### src/rtl/vertex_xform_sched.sv
// Schedules pose updates and vertex transforms onto one MVP engine. A vertex accepted at N starts at N+1; out_valid comes at N+4 at the earliest. Poses are always accepted.
// Backpressure: vtx_ready is low while busy or a pose is pending, and out_* hold until out_ready. Define VERTEX_XFORM_SCHED_WATCHDOG_EN to add a WAIT watchdog and err_timeout.
module vertex_xform_sched (
    input  logic        clock,
    input  logic        reset,
    input  logic        pose_valid,
    input  logic [31:0] pose_roll,
    input  logic [31:0] pose_pitch,
    input  logic [31:0] pose_yaw,
    input  logic [31:0] pose_x,
    input  logic [31:0] pose_y,
    input  logic [31:0] pose_z,
    input  logic        vtx_valid,
    output logic        vtx_ready,
    input  logic [31:0] vtx_x,
    input  logic [31:0] vtx_y,
    input  logic [31:0] vtx_z,
    input  logic [11:0] vtx_id,
    output logic        eng_start,
    output logic        eng_update,
    output logic [31:0] eng_roll,
    output logic [31:0] eng_pitch,
    output logic [31:0] eng_yaw,
    output logic [31:0] eng_x,
    output logic [31:0] eng_y,
    output logic [31:0] eng_z,
    input  logic        eng_done,
    input  logic [31:0] eng_o0,
    input  logic [31:0] eng_o1,
    input  logic [31:0] eng_o2,
    input  logic [31:0] eng_o3,
    output logic        out_valid,
    input  logic        out_ready,
    output logic [31:0] out_x,
    output logic [31:0] out_y,
    output logic [31:0] out_z,
    output logic [31:0] out_w,
    output logic [11:0] out_id,
    output logic        busy,
    output logic        pose_applied
`ifdef VERTEX_XFORM_SCHED_WATCHDOG_EN
    ,
    output logic        err_timeout
`endif
);

    typedef struct packed {
        logic [31:0] roll;
        logic [31:0] pitch;
        logic [31:0] yaw;
        logic [31:0] x;
        logic [31:0] y;
        logic [31:0] z;
    } pose_t;

    typedef enum logic [2:0] {IDLE, START, SKIP, WAIT, OUT} state_t;
    typedef enum logic {UPD, XFM} op_t;

    state_t      state_q, state_d;
    op_t         op_q, op_d;
    pose_t       shadow_q, active_q;
    logic        pend_q, pend_d;
    logic [31:0] vx_q, vy_q, vz_q;
    logic [11:0] vid_q;
    logic [31:0] ox_q, oy_q, oz_q, ow_q;
    logic [11:0] oid_q;
    logic        grant_upd, vtx_acc, res_take;

`ifdef VERTEX_XFORM_SCHED_WATCHDOG_EN
    logic [7:0]  wd_q, wd_d;
    logic        err_q, timeout;
`endif

    // A pose offered this cycle also blocks vertices, so it is never overtaken.
    assign vtx_ready = (state_q == IDLE) && !pend_q && !pose_valid;
    assign grant_upd = (state_q == IDLE) && pend_q;
    assign vtx_acc   = vtx_valid && vtx_ready;
    assign res_take  = (state_q == WAIT) && eng_done && (op_q == XFM);

    always_comb begin
        pend_d = pend_q;
        if (grant_upd) pend_d = 1'b0;
        if (pose_valid) pend_d = 1'b1;
    end

    always_comb begin
        state_d = state_q;
        op_d    = op_q;
`ifdef VERTEX_XFORM_SCHED_WATCHDOG_EN
        wd_d    = 8'd0;
        timeout = 1'b0;
`endif
        case (state_q)
            IDLE: begin
                if (pend_q) begin
                    op_d    = UPD;
                    state_d = START;
                end else if (vtx_acc) begin
                    op_d    = XFM;
                    state_d = START;
                end
            end
            START: state_d = SKIP;
            SKIP: begin
                // The engine still reports done from its idle state, so done is ignored until WAIT.
                state_d = WAIT;
`ifdef VERTEX_XFORM_SCHED_WATCHDOG_EN
                wd_d    = 8'd1;
`endif
            end
            WAIT: begin
                if (eng_done) begin
                    if (op_q == UPD) state_d = IDLE;
                    else             state_d = OUT;
                end
`ifdef VERTEX_XFORM_SCHED_WATCHDOG_EN
                else if (wd_q == 8'd255) begin
                    state_d = IDLE;
                    timeout = 1'b1;
                end else begin
                    wd_d = wd_q + 8'd1;
                end
`endif
            end
            OUT: if (out_ready) state_d = IDLE;
            default: state_d = IDLE;
        endcase
    end

    always_ff @(posedge clock) begin
        if (reset) begin
            state_q  <= IDLE;
            op_q     <= UPD;
            pend_q   <= 1'b0;
            shadow_q <= '0;
            active_q <= '0;
            vx_q     <= '0;
            vy_q     <= '0;
            vz_q     <= '0;
            vid_q    <= '0;
            ox_q     <= '0;
            oy_q     <= '0;
            oz_q     <= '0;
            ow_q     <= '0;
            oid_q    <= '0;
`ifdef VERTEX_XFORM_SCHED_WATCHDOG_EN
            wd_q     <= '0;
            err_q    <= 1'b0;
`endif
        end else begin
            state_q <= state_d;
            op_q    <= op_d;
            pend_q  <= pend_d;
            if (pose_valid)
                shadow_q <= {pose_roll, pose_pitch, pose_yaw, pose_x, pose_y, pose_z};
            if (grant_upd) active_q <= shadow_q;
            if (vtx_acc) begin
                vx_q  <= vtx_x;
                vy_q  <= vtx_y;
                vz_q  <= vtx_z;
                vid_q <= vtx_id;
            end
            if (res_take) begin
                ox_q  <= eng_o0;
                oy_q  <= eng_o1;
                oz_q  <= eng_o2;
                ow_q  <= eng_o3;
                oid_q <= vid_q;
            end
`ifdef VERTEX_XFORM_SCHED_WATCHDOG_EN
            wd_q <= wd_d;
            if (timeout) err_q <= 1'b1;
`endif
        end
    end

    assign eng_start    = (state_q == START);
    assign eng_update   = (state_q == START) && (op_q == UPD);
    assign eng_roll     = active_q.roll;
    assign eng_pitch    = active_q.pitch;
    assign eng_yaw      = active_q.yaw;
    assign eng_x        = (op_q == UPD) ? active_q.x : vx_q;
    assign eng_y        = (op_q == UPD) ? active_q.y : vy_q;
    assign eng_z        = (op_q == UPD) ? active_q.z : vz_q;
    assign out_valid    = (state_q == OUT);
    assign out_x        = ox_q;
    assign out_y        = oy_q;
    assign out_z        = oz_q;
    assign out_w        = ow_q;
    assign out_id       = oid_q;
    assign busy         = (state_q != IDLE);
    assign pose_applied = !reset && (state_q == WAIT) && eng_done && (op_q == UPD);
`ifdef VERTEX_XFORM_SCHED_WATCHDOG_EN
    assign err_timeout  = err_q;
`endif

endmodule

### config.mk
export PLATFORM = sky130hd
export DESIGN_NAME = vertex_xform_sched
export DESIGN_NICKNAME = d
export VERILOG_FILES = /design/src/rtl/vertex_xform_sched.sv
export SDC_FILE = /design/constraint.sdc
export NUM_CORES = 1
export LEC_CHECK = 0
export CAP_MARGIN = 20
export CORE_AREA = 3 3 297 299
export CTS_CLUSTER_DIAMETER = 150
export DETAILED_ROUTE_END_ITERATION = 8
export DIE_AREA = 0 0 300 302
export GPL_TIMING_DRIVEN = 0
export PLACE_DENSITY = 0.58
export SLEW_MARGIN = 20
export SYNTH_ARGS = -nofsm -noshare
export SYNTH_HDL_FRONTEND = slang
export SYNTH_SLANG_ARGS = --single-unit
### constraint.sdc
create_clock -name clock -period 2.6 [get_ports clock]
set_clock_uncertainty 0.05 [all_clocks]
set_input_delay 0.26 -clock clock [delete_from_list [all_inputs] [get_ports clock]]
set_output_delay 0.26 -clock clock [all_outputs]
set_load 0.05 [all_outputs]
# Word-level counts from Yosys, hierarchy flattened
# Cells that the tools add are included.
# totals
register_bits	637
out_inout_bits	338
input_bits	434
# classes
mux	13
eq_ne	7
bitwise_logic	1
n_reduce_logical	19
# ops
cell	n
$mux W32	3
$mux W3	5
$pmux W3 S5	1
$logic_and A1 B1 Y1	10
$eq A3 B2 Y1 const B	2
$mux W1	4
$reduce_bool A2 Y1	2
$eq A3 B1 Y1 const B	1
$eq A3 B3 Y1 const B	1
$logic_not A1 Y1	3
$logic_not A3 Y1	1
$ne A3 B3 Y1 const B	1
$reduce_and A3 Y1	1
$reduce_bool A3 Y1	1
$ne A2 B1 Y1 const B	1
$ne A2 B2 Y1 const B	1
$reduce_and A2 Y1	1
$not A1 Y1	1

# Depth between registers and ports, before layout
# Gate-level depths: netlist (run 1).
# depth
word_depth	7
ltp_mapped	7
depth_no_buf	3

# Worst setup path before layout (run 1)
# OpenSTA, ideal clock, no wires.
# synth_path
path_kind	register to output
startpoint	register state_q[2]
endpoint	output eng_update
required_time_ns	2.290
path_buffers	1
path_stages_with_launch	4
arrival_ns	2.513
path_slack_ns	-0.223
cell_sequence	dfxtp_1 > clkbuf_1 > nor3b_1 > nor2b_1
# synth_via
elab_chain_len	2
# synth_rtl
element	line	source
from (decl)	59	state_t state_q, state_d;
from (signal assigned)	151	state_q <= state_d;
$eq A3 B1 Y1	-	
via eng_start	19	output logic eng_start,
$logic_and A1 B1 Y1	178	assign eng_update = (state_q == START) && (op_q == UPD);
to (decl)	20	output logic eng_update,
# The timed path passes the listed nets, and every way through them passes these cells.

# Final worst setup path (run 1)
# layout_path
startpoint	register op_q
endpoint	output eng_z[0]
# layout_via
elab_chain_len	1
# layout_rtl
element	line	source
from (decl)	60	op_t op_q, op_d;
from (signal assigned)	152	op_q <= op_d;
$mux W32	184	assign eng_z = (op_q == UPD) ? active_q.z : vz_q;
to (decl)	26	output logic [31:0] eng_z,
# No other way between the ends.

==> results of run 1 <==
==> report_power, final <==
part	switching, mW	leakage (nW)	internal, mW
combinational	1.60	8.10	1.41
clock	4.33	1.24	6.43
sequential	0.188	5.18	10.1
==> sequential cells by signal, summed over array words and instances (netlist names) <==
signal     count
eng_roll      32
out_id        12
shadow_q     192
out_w         32
vz_q          32
eng_yaw       32
state_q        3
vx_q          32
vid_q         12
out_z         32
active_q      96
pend_q         1
vy_q          32
out_x         32
out_y         32
eng_pitch     32
op_q           1
==> logic make-up (layout without fill, tap and decap cells) <==
| group | Yosys count | after routing | share of synthesized area |
|---|---|---|---|
| simple gates | 1082 | 1082 | 0.204 |
| flops | 637 | 637 | 0.487 |
| mux | 536 | 536 | 0.209 |
| buf+inv | 298 | 1200 | 0.0623 |
| compound gates | 196 | 196 | 0.0377 |
| other cells | 0 | 29 | 0 |
==> metal layers <==
layer | GRT usage | share of wire | routed length [µm] | vias to the layer above
li1 | - | - | - | 10600
met1 | 0.240 | 0.39 | 39700 | 9950
met2 | 0.369 | 0.48 | 48900 | 593
met3 | 0.0772 | 0.080 | 8130 | 170
met4 | 0.0935 | 0.041 | 4150 | 22
met5 | 0 | 0.0017 | 169 | -
==> worst paths after layout <==
check | startpoint | slack, ns | endpoint | cells past startpoint
hold reg to reg | shadow_q[12] | 0.38 | active_q[12] | 2
hold / removal | vtx_z[3] | 0.17 | vz_q[3] | 3
setup / recovery | op_q | 0.10 | eng_z[0] | 4
setup reg to reg | state_q[1] | 0.25 | out_z[10] | 5
==> critical path, delay by kind of cell (launching register included) <==
kind,cells,cell delay (ns)
buffers and inverters,3,0.82
muxes,1,0.40
DFF,1,0.37
==> synthesized netlist by cell type <==
| library cell | instances | share of area |
|---|---|---|
| dfxtp_1 | 637 | 0.49 |
| nand2b_1 | 486 | 0.12 |
| mux2i_1 | 440 | 0.17 |
| nand2_1 | 385 | 0.055 |
| a21oi_1 | 194 | 0.037 |
| nor2_1 | 194 | 0.028 |
| clkbuf_1 | 117 | 0.017 |
| buf_4 | 105 | 0.030 |
| mux2_2 | 96 | 0.041 |
| buf_2 | 70 | 0.013 |
| buf_1 | 3 | 0.00043 |
| nor3b_1 | 3 | 0.00086 |
| buf_8 | 2 | 0.0011 |
| nand3b_1 | 2 | 0.00057 |
| nor4_1 | 2 | 0.00048 |
| or3_1 | 2 | 0.00048 |
| a2111oi_0 | 1 | 0.00033 |
| a211oi_1 | 1 | 0.00029 |
| and2_1 | 1 | 0.00024 |
| and3_1 | 1 | 0.00024 |
| buf_6 | 1 | 0.00043 |
| nand3_1 | 1 | 0.00019 |
| nor2b_1 | 1 | 0.00024 |
| nor3_1 | 1 | 0.00019 |
| nor3_2 | 1 | 0.00038 |
| nor4b_1 | 1 | 0.00033 |
| or4b_1 | 1 | 0.00038 |
==> repair_timing <==
action | 4_1_cts | 5_1_grt
hold buffers | 0 | 0
pin swaps | 1 | 1
gates resized for setup | 274 | 41
hold endpoints to repair | 0 | 0
endpoints found under the setup margin | 226 | 137
==> area by class of cell <==
class                      instances  area (µm²)
fill                            8488       47500
timing repair buffer             769        7620
tap                             1144        1430
antenna                           29        72.6
sequential                       637       12800
clock buffer                     114        2270
buffer                           296        1700
clock inverter                    21         248
multi-input combinational       1814       11800
==> through the flow <==
| stage | power, mW | hold slack, ns | setup WS [ns] | TNS [ns] | std cells |
|---|---|---|---|---|---|
| 3_3_place_gp | 13.6 | 0.389 | -1.27 | -305.12 | 4662 |
| 6_report | 24.1 | 0.171 | 0.103 | 0 | 4824 |
| 3_5_place_dp | 13.6 | 0.393 | -1.28 | -254.35 | 4662 |
| 4_1_cts | 24.4 | 0.121 | -0.153 | -1.54 | 4796 |
| 5_1_grt | 25.0 | 0.147 | -0.00580 | -0.00594 | 4811 |
| 2_1_floorplan | 12.1 | 0.357 | 0.290 | 0 | 2749 |
==> out/results.txt, run 1 <==
Status: finished, final reports clean
Synth Area per Inst: 9.53 µm²
Final Max Slew Viols: 0
Worst EP required: 2.29 ns
DRT Pass-1 Iters: 5
Worst Setup End Kind: output port
Maximum vdd drop: 0.424 mV
Total leakage power: 14.5 nW
First-pass GRT wire length: 145000 µm
Die Span Y: 302 µm
Die area: 90600 µm²
Largest net degree at the start of global routing: 20
# port buffers: 769
Area Overhead vs Synth: 44.8%
Core ar.: 85400 µm²
Max-cap viol count: 0
FMAX: 401 MHz
Final worst-path cycle share: 0.960
Final Hold Vio Count: 0
Vias/cell: 4.42
Top Ports: 772
Overall Global Routing Usage: 0.215
DR vias: 21.3k
CTS buffer count: 75
Final Cell Area: 37900 µm²
Die width: 300 µm
CTS clk-pin slew, worst paths: 0.06 ns
Hold Crit Class: in -> reg
Final setup viols: 0
Postcts setup bufs: 0
DRC viols: 0
Synthesis-stage register bit count: 637
Worst Setup Start Kind: flop
Antenna Nets Post-Route: 0
Most frequent cells in the layout: clkdlybuf4s50_1, dfxtp_1, nand2b_1
RSZ-0062 raised after global routing: true
Slowest cell delay on critical path: 0.40 ns
Placed Area: 35300 µm²
H-tree depth: 3
Post-layout net count: 4027
Most common cell after layout, fill and taps aside: clkdlybuf4s50_1
Seq/Total Area, Yosys: 0.487
Crit-path slowest cell: mux2_2
Clock sink total: 637
TritonCTS clock tree: done
Syn_nets: 3183
Warnings, synthesis: 0
DR iter-0 viols: 821
Initial Utilization: 0.307
Mapped Cells: 2749
GPL Wtd Cong: 0.846
Tightest Pin Transition: 0.976 ns
Clock root cell: clkbuf_16
Initial antenna violation count: 41
Rel. slew slack: 0.349
Layout cells sized above 1: 0.133
PwrDens: 635 nW/µm²
Worst path arrival time: 2.19 ns
Syn Std Cell Area: 26200 µm²
Clock tree buffer depth: 3
Post-Route WL: 101000 µm
Final Core Density: 0.444
Vias in the first global route: 21.6k
Clock latency on the worst-skew pair: 0.60 ns
Routed length per placed instance: 20.9 µm
GR Overflow Total: 0
Final min period: 2.50 ns
Synth cell types: 27
Critical path type: reg -> out
CP Cell Sequence: buf_12 -> buf_4 -> mux2_2 -> clkdlybuf4s15_2
Detailed placement HPWL: 78400 µm
Row count: 107
Worst-path maximum fanout: 10
(Power assumes the default switching activity.)
==> run 2, diff against run 1 <==
--- a/config.mk
+++ b/config.mk
@@ -6,12 +6,13 @@
 export NUM_CORES = 1
 export LEC_CHECK = 0
 export CAP_MARGIN = 20
-export CORE_AREA = 3 3 297 299
+export CORE_AREA = 2 2 296 298
 export CTS_CLUSTER_DIAMETER = 150
 export DETAILED_ROUTE_END_ITERATION = 8
-export DIE_AREA = 0 0 300 302
+export DIE_AREA = 0 0 298 300
+export DONT_BUFFER_PORTS = 1
 export GPL_TIMING_DRIVEN = 0
-export PLACE_DENSITY = 0.58
+export PLACE_DENSITY = 0.46
 export SLEW_MARGIN = 20
 export SYNTH_ARGS = -nofsm -noshare
 export SYNTH_HDL_FRONTEND = slang
==> out/results.txt, run 2 (synthesis gave the netlist of run 1 again) <==
Reg-to-reg startpoint: state_q[2]
Final min period: 2.57 ns
Setup slack, reg-to-reg: 0.20 ns
Worst EP required: 2.29 ns
Final Max Slew Viols: 0
Hold depth: 3
# port buffers: 0
Met3 Use GR: 0.0630
CTS buffer count: 77
Setup TNS: 0 ns
Worst path arrival time: 2.26 ns
Worst Setup Start Kind: flop
Slowest cell delay on critical path: 0.67 ns
Initial antenna violation count: 20
Final Core Density: 0.404
FMAX: 389 MHz
Area occupied by multi-input gates: 11900 µm²
Largest Register: shadow_q
Core ar.: 86200 µm²
DR iter-0 viols: 971
Final cell count without fillers: 4486
Total leakage power: 13.4 nW
WHS Endpoint: op_q
Final worst-path cycle share: 0.989
FF-to-FF path depth: 8
Tightest Pin Transition: 1.06 ns
M2 GR Usage: 0.368
DRT Pass-1 Iters: 5
TritonCTS clock tree: done
Post-layout net count: 3697
Most frequent cells in the layout: dfxtp_1, nand2b_1, mux2i_1
Logic pwr share: 0.115
Clock latency on the worst-skew pair: 0.64 ns
Vias in the first global route: 21.4k
Final Hold Vio Count: 0
Die width: 298 µm
GRT Max-Usage Layer: met2
Antenna Nets Post-Route: 0
Top Registers: shadow_q: 192 flops, active_q: 96 flops
First-pass GRT wire length: 140000 µm
RSZ-0062 raised after global routing: true
PwrDens: 692 nW/µm²
H-tree depth: 3
GPL Wtd Cong: 0.906
Rel. slew slack: 0.294
Pre-CTS WS: -0.607 ns
Worst Setup End Kind: output port
Overall Global Routing Usage: 0.207
Detailed placement HPWL: 72900 µm
Die Span Y: 300 µm
Largest net degree at the start of global routing: 14
CTS clk-pin slew, worst paths: 0.06 ns
Top Ports: 772
Net Sw Frac: 0.265
Vias/cell: 4.58
Seq pwr share: 0.430
DRC viols: 0
Hold Crit Class: in -> reg
Max-cap viol count: 0
Worst Hold Launch: vtx_valid
Routed length per placed instance: 21.4 µm
Clock root cell: clkbuf_16
Worst reg2reg path endpoint: active_q[72]
Storage cell area: 12800 µm²
Layout cells sized above 1: 0.128
Initial Utilization: 0.304
Final setup viols: 0
Die area: 89400 µm²
Cells after DPL: 3904
DR vias: 20.5k
Row count: 108
Max FFs per register: 192
Area Overhead vs Synth: 32.8%
Worst-path maximum fanout: 5
Grt met1 use: 0.235
Final Total Pwr: 24.1 mW
CP Cell Sequence: buf_8 -> nor3b_4 -> nor2b_4
PnR worst setup slack: 0.0294 ns
Crit-path slowest cell: nor3b_4
Switch Pwr: 6.38 mW
GR Overflow Total: 0
Maximum vdd drop: 0.575 mV
Critical path type: reg -> out
Pint: 17.7 mW
Most common cell after layout, fill and taps aside: dfxtp_1
Filler cells: 8516
Clock tree buffer depth: 3
Clock sink total: 637
Post-Route WL: 96200 µm
Status: finished, final reports clean
Clock power share: 0.455
run 2: worst max path at each step:
stage	depth (start not counted)	endpoint	start	slack, ns
final	3	eng_update	state_q[2]	0.03
after floorplan	3	eng_update	state_q[2]	0.29
after global placement	4	pose_applied	op_q	-0.86
after CTS	3	eng_update	state_q[2]	-0.02
after detailed placement	4	eng_z[30]	op_q	-0.61
after global routing	3	eng_update	state_q[2]	-0.05
run 2: power groups by stage:
stage	Clock [mW]	Combinational [mW]	Sequential, mW
floorplan	0	1.64	10.5
global route	11.7	2.98	10.4
finish	11.0	2.78	10.3
detailed placement	0	2.17	10.5
CTS	11.3	2.82	10.3
global placement	0	2.13	10.5
run 2: stage by stage:
step / hold WS [ns] / cell area (µm²)
floorplan: 0.357 / 26200
global placement: 0.360 / 27600
detailed placement: 0.366 / 27700
CTS: 0.0730 / 34700
global route: 0.0780 / 34800
finish: 0.0755 / 34800
run 2: what timing repair did:
item,in CTS,in global routing
gates resized for setup,39,11
pin swaps,2,3
hold buffers,430,0
hold endpoints to repair,431,0
setup buffers,3,2
endpoints found under the setup margin,207,109
cloned,1,0
run 2: routing by layer:
metal  part of all wire  wire (µm)
met1               0.39      38000
met2               0.50      48000
met3              0.072       6940
met4              0.033       3200
met5            0.00085         82
run 2: cell type report:
type,instances,area share
flip-flops and latches,637,0.367
multi-input cells,1814,0.341
repair buffers,436,0.126
clock buffers,110,0.0635
plain buffers,297,0.0488
well taps,1155,0.0415
clock inverters,26,0.0115
diodes,11,0.000791
run 2: critical path, delay by kind of cell, from the launching register on:
kind                   cells  cell delay [ns]
flip-flops                 1             0.33
buffers and inverters      1             0.12
AND/OR/NAND/NOR            2             1.18
==> run 3, diff against run 2 <==
--- a/config.mk
+++ b/config.mk
@@ -5,14 +5,16 @@
 export SDC_FILE = /design/constraint.sdc
 export NUM_CORES = 1
 export LEC_CHECK = 0
+export ABC_CLOCK_PERIOD_IN_PS = 2600
 export CAP_MARGIN = 20
-export CORE_AREA = 2 2 296 298
+export CORE_AREA = 5 5 299 301
 export CTS_CLUSTER_DIAMETER = 150
 export DETAILED_ROUTE_END_ITERATION = 8
-export DIE_AREA = 0 0 298 300
+export DIE_AREA = 0 0 304 306
 export DONT_BUFFER_PORTS = 1
 export GPL_TIMING_DRIVEN = 0
 export PLACE_DENSITY = 0.46
+export SETUP_SLACK_MARGIN = 0.05
 export SLEW_MARGIN = 20
 export SYNTH_ARGS = -nofsm -noshare
 export SYNTH_HDL_FRONTEND = slang
==> out/results.txt, run 3 (synthesis gave the netlist of run 1 again) <==
Status: finished, final reports clean
Vias/cell: 4.58
Worst Setup End Kind: output port
Clock tree buffer depth: 3
Most frequent cells in the layout: dfxtp_1, nand2b_1, mux2i_1
Clock root cell: clkbuf_16
Core ar.: 86300 µm²
PwrDens: 683 nW/µm²
GPL Wtd Cong: 0.844
Row count: 108
Max FFs per register: 192
Routed length per placed instance: 21.7 µm
Final Max Slew Viols: 0
Worst EP required: 2.29 ns
RSZ-0062 raised after global routing: true
H-tree depth: 3
Initial antenna violation count: 21
TritonCTS clock tree: done
Logic pwr share: 0.117
Final min period: 2.57 ns
Die area: 93000 µm²
Setup TNS: 0 ns
Max-cap viol count: 0
Area occupied by multi-input gates: 11900 µm²
CTS buffer count: 74
Largest net degree at the start of global routing: 13
Filler cells: 8508
Detailed placement HPWL: 75600 µm
Seq pwr share: 0.436
Vias in the first global route: 21.7k
First-pass GRT wire length: 143000 µm
Clock power share: 0.446
Pre-CTS WS: -0.635 ns
FMAX: 389 MHz
Hold Crit Class: in -> reg
Storage cell area: 12800 µm²
Net Sw Frac: 0.263
Switch Pwr: 6.23 mW
GR Overflow Total: 0
DR iter-0 viols: 1036
Overall Global Routing Usage: 0.199
Post-Route WL: 97500 µm
Largest Register: shadow_q
Pint: 17.5 mW
Maximum vdd drop: 0.512 mV
Final Hold Vio Count: 0
Die width: 304 µm
DRT Pass-1 Iters: 5
Clock sink total: 637
Worst path arrival time: 2.26 ns
Area Overhead vs Synth: 32.5%
Total leakage power: 13.4 nW
DR vias: 20.6k
Worst Setup Start Kind: flop
Top Registers: shadow_q: 192 flops, active_q: 96 flops
Tightest Pin Transition: 1.01 ns
CTS clk-pin slew, worst paths: 0.06 ns
Die Span Y: 306 µm
Clock latency on the worst-skew pair: 0.61 ns
# port buffers: 0
Antenna Nets Post-Route: 0
Layout cells sized above 1: 0.128
Most common cell after layout, fill and taps aside: dfxtp_1
Worst-path maximum fanout: 2
PnR worst setup slack: 0.0282 ns
Rel. slew slack: 0.320
Critical path type: reg -> out
Final Total Pwr: 23.7 mW
Top Ports: 772
Final setup viols: 0
Final worst-path cycle share: 0.989
DRC viols: 0
Post-layout net count: 3696
Initial Utilization: 0.303
-- run 3: cell types whose count changed in the layout (fill, tap and decap cells not counted), moves of 3 or more --
cell,delta
clkbuf_16,-3
mux2_4,-6
mux2_2,+6
clkbuf_1,-3
diode_2,+6
clkbuf_8,+7
-- run 3: final timing paths --
| check | from | end | slack (ns) | cells after the start |
|---|---|---|---|---|
| worst max-delay path | state_q[2] | eng_update | 0.03 | 3 |
| worst min-delay path | vtx_valid | op_q | 0.08 | 3 |
| worst max register to register | state_q[2] | out_x[15] | 0.28 | 6 |
| worst min register to register | shadow_q[19] | active_q[19] | 0.40 | 2 |
-- run 3: worst max-delay path, stage by stage (launching register included) --
cell	delay (ns)
dfxtp_2	0.33
buf_8	0.11
nor3b_4	0.68
nor2b_4	0.53
-- run 3: metal layers --
metal / vias to the layer above / GRT usage / wire length (µm)
met5: - / 0 / 58
met4: 8 / 0.0633 / 3130
met3: 168 / 0.0652 / 7420
met2: 697 / 0.361 / 49100
met1: 9747 / 0.223 / 37800
li1: 9934 / - / -
-- run 3: power groups by stage --
| stage | Clock (mW) | Sequential [mW] | Combinational [mW] |
|---|---|---|---|
| 2_1_floorplan | 0 | 10.5 | 1.64 |
| 3_3_place_gp | 0 | 10.5 | 2.15 |
| 3_5_place_dp | 0 | 10.5 | 2.20 |
| 4_1_cts | 10.9 | 10.3 | 2.84 |
| 5_1_grt | 11.3 | 10.4 | 3.00 |
| 6_report | 10.6 | 10.3 | 2.78 |
-- run 3: final cells by class --
type | count | area share
Sequential cell | 637 | 0.368
Clock buffer | 112 | 0.0641
Tap cell | 1155 | 0.0416
Buffer | 296 | 0.0487
Multi-Input combinational cell | 1814 | 0.342
Clock inverter | 21 | 0.00840
Timing Repair Buffer | 439 | 0.126
Antenna cell | 17 | 0.00123
-- run 3: metrics by stage --
stage	instance area, µm²	instances	hold WS (ns)	utilization
floorplan	26200	2749	0.357	-
global placement	27600	3904	0.360	0.320
detailed placement	27700	3907	0.366	0.321
CTS	34600	4474	0.0276	0.401
global route	34700	4485	0.0663	0.402
finish	34700	4491	0.0805	0.402
-- run 3: repair_timing --
item	in CTS	in global routing
setup endpoints to repair	216	190
hold buffers	430	0
pin swaps	2	1
gates resized for setup	33	9
gates cloned	1	0
buffers inserted	3	2
endpoints found under the hold margin	431	0
